**src/rtl/exec_ctrl_if.sv**
```systemverilog
// Instruction handshake, ALU operand/result and architectural state
// visible between exec_ctrl and its neighbours.
interface exec_ctrl_if;
  logic       instr_valid;
  logic       instr_ready;
  logic [7:0] instr;
  logic [2:0] alu_op;
  logic [7:0] alu_a;
  logic [7:0] alu_b;
  logic [7:0] alu_y;
  logic [7:0] reg_a;
  logic [7:0] reg_b;
  logic       zero;
  logic [7:0] out_data;
  logic       out_valid;
  logic       done;
  logic       busy;

  // Instruction source and ALU side
  modport master (
    output instr_valid, instr, alu_y,
    input  instr_ready, alu_op, alu_a, alu_b, reg_a, reg_b,
           zero, out_data, out_valid, done, busy
  );

  // Execute/control stage side
  modport slave (
    input  instr_valid, instr, alu_y,
    output instr_ready, alu_op, alu_a, alu_b, reg_a, reg_b,
           zero, out_data, out_valid, done, busy
  );
endinterface

```
**src/rtl/exec_ctrl.sv**
```systemverilog
// Execute/control stage for the 8-bit ALU: fetches one instruction per
// handshake, drives the ALU from the A/B registers and writes the result back.
module exec_ctrl #(
  parameter logic [7:0] RESET_A = 8'h00,
  parameter logic [7:0] RESET_B = 8'h00
) (
  input logic        clk,
  input logic        rst,
  exec_ctrl_if.slave bus
);

  localparam int unsigned DataW = 8;
  localparam int unsigned OpW   = 3;
  localparam int unsigned ImmW  = 4;

  localparam logic [OpW-1:0] OpIdle = 3'b100;
  localparam logic [OpW-1:0] OpLdi  = 3'b110;
  localparam logic [OpW-1:0] OpOut  = 3'b111;

  typedef enum logic [1:0] {
    IDLE = 2'd0,
    EXEC = 2'd1,
    WB   = 2'd2
  } state_e;

  typedef struct packed {
    logic [OpW-1:0]  op;
    logic            dst;
    logic [ImmW-1:0] imm;
  } instr_t;

  state_e           state_q, state_d;
  instr_t           ir_q, ir_d;
  logic [DataW-1:0] reg_a_q, reg_a_d;
  logic [DataW-1:0] reg_b_q, reg_b_d;
  logic             zero_q, zero_d;
  logic [DataW-1:0] out_data_q, out_data_d;
  logic             out_valid_q, out_valid_d;
  logic             done_q, done_d;
  logic             instr_ready_q, instr_ready_d;
  logic             busy_q, busy_d;
  logic [OpW-1:0]   alu_op_q, alu_op_d;

  logic             is_alu_op;
  logic [DataW-1:0] dst_val;
  logic [DataW-1:0] imm_ext;

  // Decode of the held instruction
  always_comb begin
    is_alu_op = !(ir_q.op[2] && ir_q.op[1]);
    dst_val   = ir_q.dst ? reg_b_q : reg_a_q;
    imm_ext   = DataW'({4'h0, ir_q.imm});
  end

  // State and datapath registers
  always_ff @(posedge clk) begin
    if (rst) begin
      state_q       <= IDLE;
      ir_q          <= '0;
      reg_a_q       <= RESET_A;
      reg_b_q       <= RESET_B;
      zero_q        <= 1'b0;
      out_data_q    <= '0;
      out_valid_q   <= 1'b0;
      done_q        <= 1'b0;
      instr_ready_q <= 1'b1;
      busy_q        <= 1'b0;
      alu_op_q      <= OpIdle;
    end else begin
      state_q       <= state_d;
      ir_q          <= ir_d;
      reg_a_q       <= reg_a_d;
      reg_b_q       <= reg_b_d;
      zero_q        <= zero_d;
      out_data_q    <= out_data_d;
      out_valid_q   <= out_valid_d;
      done_q        <= done_d;
      instr_ready_q <= instr_ready_d;
      busy_q        <= busy_d;
      alu_op_q      <= alu_op_d;
    end
  end

  // Next state, writeback and registered status outputs
  always_comb begin
    state_d     = state_q;
    ir_d        = ir_q;
    reg_a_d     = reg_a_q;
    reg_b_d     = reg_b_q;
    zero_d      = zero_q;
    out_data_d  = out_data_q;
    out_valid_d = 1'b0;
    done_d      = 1'b0;

    unique case (state_q)
      IDLE: begin
        if (bus.instr_valid) begin
          ir_d    = instr_t'(bus.instr);
          state_d = EXEC;
        end
      end

      EXEC: begin
        state_d = WB;
        done_d  = 1'b1;
        if (is_alu_op) begin
          if (ir_q.dst) reg_b_d = bus.alu_y;
          else          reg_a_d = bus.alu_y;
          zero_d = (bus.alu_y == '0);
        end else if (ir_q.op == OpLdi) begin
          if (ir_q.dst) reg_b_d = imm_ext;
          else          reg_a_d = imm_ext;
        end else begin
          out_data_d  = dst_val;
          out_valid_d = 1'b1;
        end
      end

      WB: state_d = IDLE;

      default: state_d = IDLE;
    endcase

    // Status outputs follow the state being entered so they stay registered
    instr_ready_d = (state_d == IDLE);
    busy_d        = (state_d != IDLE);
    alu_op_d      = OpIdle;
    if (state_d == EXEC && !(ir_d.op[2] && ir_d.op[1])) begin
      alu_op_d = ir_d.op;
    end
  end

  assign bus.instr_ready = instr_ready_q;
  assign bus.busy        = busy_q;
  assign bus.alu_op      = alu_op_q;
  assign bus.alu_a       = reg_a_q;
  assign bus.alu_b       = reg_b_q;
  assign bus.reg_a       = reg_a_q;
  assign bus.reg_b       = reg_b_q;
  assign bus.zero        = zero_q;
  assign bus.out_data    = out_data_q;
  assign bus.out_valid   = out_valid_q;
  assign bus.done        = done_q;

  // OpOut is implied by the final else branch above
  logic unused_op_out;
  assign unused_op_out = (ir_q.op == OpOut);

endmodule

```
**src/flat_wrapper.sv**
```systemverilog
// flat-port wrapper written by rule: the top's interface ports become plain ports
module exec_ctrl_flat 
#(
  parameter logic [7:0] RESET_A = 8'h00,
  parameter logic [7:0] RESET_B = 8'h00
)
  (clk, rst, bus_instr_valid, bus_instr, bus_alu_y, bus_instr_ready, bus_alu_op, bus_alu_a, bus_alu_b, bus_reg_a, bus_reg_b, bus_zero, bus_out_data, bus_out_valid, bus_done, bus_busy);
  exec_ctrl_if bus_i ();
  input logic clk;
  input logic rst;
  input wire logic [$bits(bus_i.instr_valid)-1:0] bus_instr_valid;
  input wire logic [$bits(bus_i.instr)-1:0] bus_instr;
  input wire logic [$bits(bus_i.alu_y)-1:0] bus_alu_y;
  output wire logic [$bits(bus_i.instr_ready)-1:0] bus_instr_ready;
  output wire logic [$bits(bus_i.alu_op)-1:0] bus_alu_op;
  output wire logic [$bits(bus_i.alu_a)-1:0] bus_alu_a;
  output wire logic [$bits(bus_i.alu_b)-1:0] bus_alu_b;
  output wire logic [$bits(bus_i.reg_a)-1:0] bus_reg_a;
  output wire logic [$bits(bus_i.reg_b)-1:0] bus_reg_b;
  output wire logic [$bits(bus_i.zero)-1:0] bus_zero;
  output wire logic [$bits(bus_i.out_data)-1:0] bus_out_data;
  output wire logic [$bits(bus_i.out_valid)-1:0] bus_out_valid;
  output wire logic [$bits(bus_i.done)-1:0] bus_done;
  output wire logic [$bits(bus_i.busy)-1:0] bus_busy;
  assign bus_i.instr_valid = bus_instr_valid;
  assign bus_i.instr = bus_instr;
  assign bus_i.alu_y = bus_alu_y;
  assign bus_instr_ready = bus_i.instr_ready;
  assign bus_alu_op = bus_i.alu_op;
  assign bus_alu_a = bus_i.alu_a;
  assign bus_alu_b = bus_i.alu_b;
  assign bus_reg_a = bus_i.reg_a;
  assign bus_reg_b = bus_i.reg_b;
  assign bus_zero = bus_i.zero;
  assign bus_out_data = bus_i.out_data;
  assign bus_out_valid = bus_i.out_valid;
  assign bus_done = bus_i.done;
  assign bus_busy = bus_i.busy;
  exec_ctrl #(.RESET_A(RESET_A), .RESET_B(RESET_B)) u_core (.clk(clk), .rst(rst), .bus(bus_i));
endmodule
```
**config.mk**
```make
export PLATFORM = sky130hd
export DESIGN_NAME = exec_ctrl_flat
export DESIGN_NICKNAME = d
export VERILOG_FILES = /design/src/rtl/exec_ctrl_if.sv /design/src/rtl/exec_ctrl.sv /design/src/flat_wrapper.sv
export SDC_FILE = /design/constraint.sdc
export NUM_CORES = 1
export LEC_CHECK = 0
export CORE_UTILIZATION = 43
export DETAILED_ROUTE_END_ITERATION = 10
export PLACE_DENSITY_LB_ADDON = 0.08
export SLEW_MARGIN = 20
export SYNTH_ARGS = -nofsm -noshare
export SYNTH_HDL_FRONTEND = slang
export SYNTH_SLANG_ARGS = --single-unit
export TNS_END_PERCENT = 30
```
**constraint.sdc**
```tcl
create_clock -name clk -period 1.6 [get_ports clk]
set_input_delay 0.24 -clock clk [delete_from_list [all_inputs] [get_ports clk]]
set_output_delay 0.24 -clock clk [all_outputs]
set_load 0.02 [all_outputs]
```
==> results of run 1 <==
-- per-layer routing --
layer / track usage, % / up-vias / routed length, um
met1: 24.8 / 675 / 1740
li1: - / 724 / -
met4: 8.42 / 0 / 59
met2: 37.5 / 36 / 2260
met3: 4.69 / 6 / 141
met5: 0 / - / 0
-- cell usage in the layout (no fill, tap or decap) --
| cell type | count |
|---|---|
| sky130_fd_sc_hd__dlymetal6s2s_1 | 3 |
| sky130_fd_sc_hd__or3b_1 | 1 |
| sky130_fd_sc_hd__dfxtp_1 | 41 |
| sky130_fd_sc_hd__o2bb2ai_1 | 8 |
| sky130_fd_sc_hd__and3_1 | 2 |
| sky130_fd_sc_hd__clkbuf_8 | 6 |
| sky130_fd_sc_hd__clkbuf_1 | 1 |
| sky130_fd_sc_hd__nand4_1 | 1 |
| sky130_fd_sc_hd__buf_4 | 7 |
| sky130_fd_sc_hd__nor3b_2 | 1 |
| sky130_fd_sc_hd__a21bo_2 | 1 |
| sky130_fd_sc_hd__clkdlybuf4s50_1 | 62 |
| sky130_fd_sc_hd__or3_1 | 1 |
| sky130_fd_sc_hd__nor4_1 | 2 |
| sky130_fd_sc_hd__nand3b_1 | 4 |
| sky130_fd_sc_hd__inv_1 | 2 |
| sky130_fd_sc_hd__nor3b_1 | 1 |
| sky130_fd_sc_hd__nand2b_1 | 9 |
| sky130_fd_sc_hd__nor3_1 | 1 |
| sky130_fd_sc_hd__or4_4 | 1 |
| sky130_fd_sc_hd__a211oi_1 | 8 |
| sky130_fd_sc_hd__a21oi_1 | 18 |
| sky130_fd_sc_hd__o21ai_0 | 2 |
| sky130_fd_sc_hd__dlygate4sd2_1 | 1 |
| sky130_fd_sc_hd__nand3_1 | 1 |
| sky130_fd_sc_hd__nor2_1 | 4 |
| sky130_fd_sc_hd__nor2b_2 | 1 |
| sky130_fd_sc_hd__nand2_1 | 20 |
| sky130_fd_sc_hd__and3b_1 | 1 |
| sky130_fd_sc_hd__nand4b_1 | 2 |
| sky130_fd_sc_hd__mux2i_1 | 20 |
-- final timing paths --
kind                                                  startpoint                                  end  slack (ps)  cells past startpoint
worst min register to register    u_core.imm_ext[1]$_SDFFE_PP0P_       u_core.imm_ext[1]$_SDFFE_PP0P_         470                      2
worst max-delay path            u_core.bus.alu_a[3]$_SDFFE_PP0P_                         bus_reg_a[3]          60                      1
worst max register to register      u_core.state_q[1]$_SDFF_PP0_  u_core.bus.out_data[7]$_SDFFE_PP0P_          90                      3
worst min-delay path              u_core.imm_ext[1]$_SDFFE_PP0P_       u_core.imm_ext[1]$_SDFFE_PP0P_         470                      2
-- registers in the layout, indices dropped and copies added, names as in the netlist --
register / cells
u_core.bus.busy: 1
u_core.bus.out_data: 8
u_core.bus.alu_op: 3
u_core.bus.out_valid: 1
u_core.bus.alu_a: 8
u_core.state_q: 2
u_core.imm_ext: 4
u_core.ir_q: 4
u_core.bus.zero: 1
u_core.bus.instr_ready: 1
u_core.bus.alu_b: 8
-- final cells by class --
class / instances / area [um^2] / area share (%)
inverters: 2 / 7.51 / 0.308
repair buffers: 73 / 719 / 29.6
well taps: 48 / 60.1 / 2.47
flip-flops and latches: 41 / 821 / 33.7
clock buffers: 7 / 86.3 / 3.55
multi-input cells: 110 / 739 / 30.4
-- stage by stage --
stage,TNS [ps],power (mW),std cells,hold WS [ps]
floorplan,0,1.26,177,352
global placement,0,1.39,274,450
detailed placement,-40.3,1.40,274,463
CTS,0,2.06,281,473
global route,0,2.13,281,498
finish,0,2.04,281,471
-- where the power goes --
| part | internal, mW | switching [mW] | leakage, nW |
|---|---|---|---|
| combinational | 0.150 | 0.140 | 0.600 |
| sequential | 1.05 | 0.0312 | 0.333 |
| clock | 0.342 | 0.317 | 0.0443 |
| total | 1.55 | 0.489 | 0.977 |
-- logic make-up (layout without fill, tap and decap cells) --
family	count (synthesis)	count (layout)	share of synthesized area (%)
and+or+nand+nor	53	53	17.2
buffers and inverters	26	82	9.78
muxes	20	20	11.6
DFF	41	41	47.5
AOI/OAI and AO/OA	37	37	13.9
-- repair_timing --
action | CTS | global route
setup endpoints to repair | 1 | 7
pin swaps | 0 | 0
gates resized for setup | 1 | 4
==> run metrics, run 1 <==
CTS root buf=sky130_fd_sc_hd__clkbuf_8; fraction of post-synthesis cell area in the top cell type by area=47.5%; static leakage power=0.977 nW; share of synthesized flip-flops with an asynchronous set or reset=0%; effective utilization at floorplan=46.1%; number of clock sinks seen by CTS=41; register bit total from synthesis=41; I/O pin count=67; power per cell area=836 nW/um^2; gp weighted congestion=0.774; 1st-pass router iterations=4; via count=1,441; cell family contributing the most delay on the critical path=buffers and inverters; most used standard cell by instance count after synthesis=sky130_fd_sc_hd__dfxtp_1; Top FF cell, synth=sky130_fd_sc_hd__dfxtp_1; fraction of layout cells with a size suffix above 1=7.30%; final worst-path cycle share=96.4%; critical path buffer and inverter count=1; DRT iter0 DRCs=73; number of enable flip-flop cells after synthesis=0; kind of start point of the critical path=flip-flop; cell area after synthesis=1730 um^2; maximum clock path buffer count=2; number of remaining DRC errors=0; total number of placement rows=22; shortest period the worst path allows=1540 ps; ordered list of cells on the worst path=clkdlybuf4s50_1; global-route total usage across every layer=21.3%; total CTS buffers=5; Worst Tran Pin Value=658 ps; data arrival at the endpoint of the critical path=1300 ps; sequential-to-total area share from yosys stat=47.5%; number of global-route vias before repair=1,390; number of buffer cells added on primary ports=66; area of the placeable core=3740 um^2; deepest level of the CTS H-tree=2; clock transition at the registers of the reported paths=70 ps; worst stage delay on the critical path=630 ps; RSZ-0062 raised after global routing=false; average vias per placed instance=5.13; net count after synthesis=196; layout-stage area growth over the synthesis result=40.9%; Final Hold Viols=0; Post-Route Skew=5.78 ps; post-place setup slack=-40.3 ps; number of nets in the final layout=252; maximum vdd ir drop=0.500 mV; Layout Cell Area excl Fill=2430 um^2; Post-Place Cell Area=2340 um^2; later-pin clock latency in the skew report=280 ps; CTS tree=yes; pins over their slew limit=0; worst rel slew slack=56.0%; Max Cap Viol=0; category of the critical setup timing path=flip-flop to output pin; number of distinct library cell variants in the gate-level netlist after synthesis=29; overflow left after global routing=0; HPWL after detailed placement=3220 um; final core utilization=65.0%; result of the run=complete, no violations; Final Worst Setup Slack=56.9 ps; count of warnings emitted by yosys=0; count of filler cells inserted in the layout=317; number of antenna violations at the first check in global routing=0; leading post-synthesis cells by instance count=sky130_fd_sc_hd__dfxtp_1, sky130_fd_sc_hd__mux2i_1, sky130_fd_sc_hd__nand2_1; largest fanout of any net on the critical path=4; width of the die=65.4 um; hold_buf cts=0; remaining antenna violation count=0; worst min-delay path class=flip-flop to flip-flop; leading area contributor after synthesis=sky130_fd_sc_hd__dfxtp_1; largest net degree at the start of global routing=13; Crit-path slowest cell=sky130_fd_sc_hd__clkdlybuf4s50_1; number of antenna cells inserted=0; category of the worst setup path capture point=output pin; critical path data required time=1360 ps; number of setup buffers added after CTS=0; vertical die dimension=65.4 um; Synth area leaders=sky130_fd_sc_hd__dfxtp_1, sky130_fd_sc_hd__mux2i_1, sky130_fd_sc_hd__buf_4; first-pass GRT wire length=6730 um; highest clock frequency the design can meet=0.648 GHz; number of cells produced by synthesis=177; DR WL/cell=15.0 um; post-synthesis average cell area=9.76 um^2; total wire length=4200 um; Setup violations, final=0; overall die area=4270 um^2
Note: power is estimated with default switching activity, not from simulation.
==> inputs of run 2 (changes only) <==
HOLD_SLACK_MARGIN = 0.05   (was default)
==> results of run 2 <==
Final layout, timing and power as in run 1 (identical DEF).
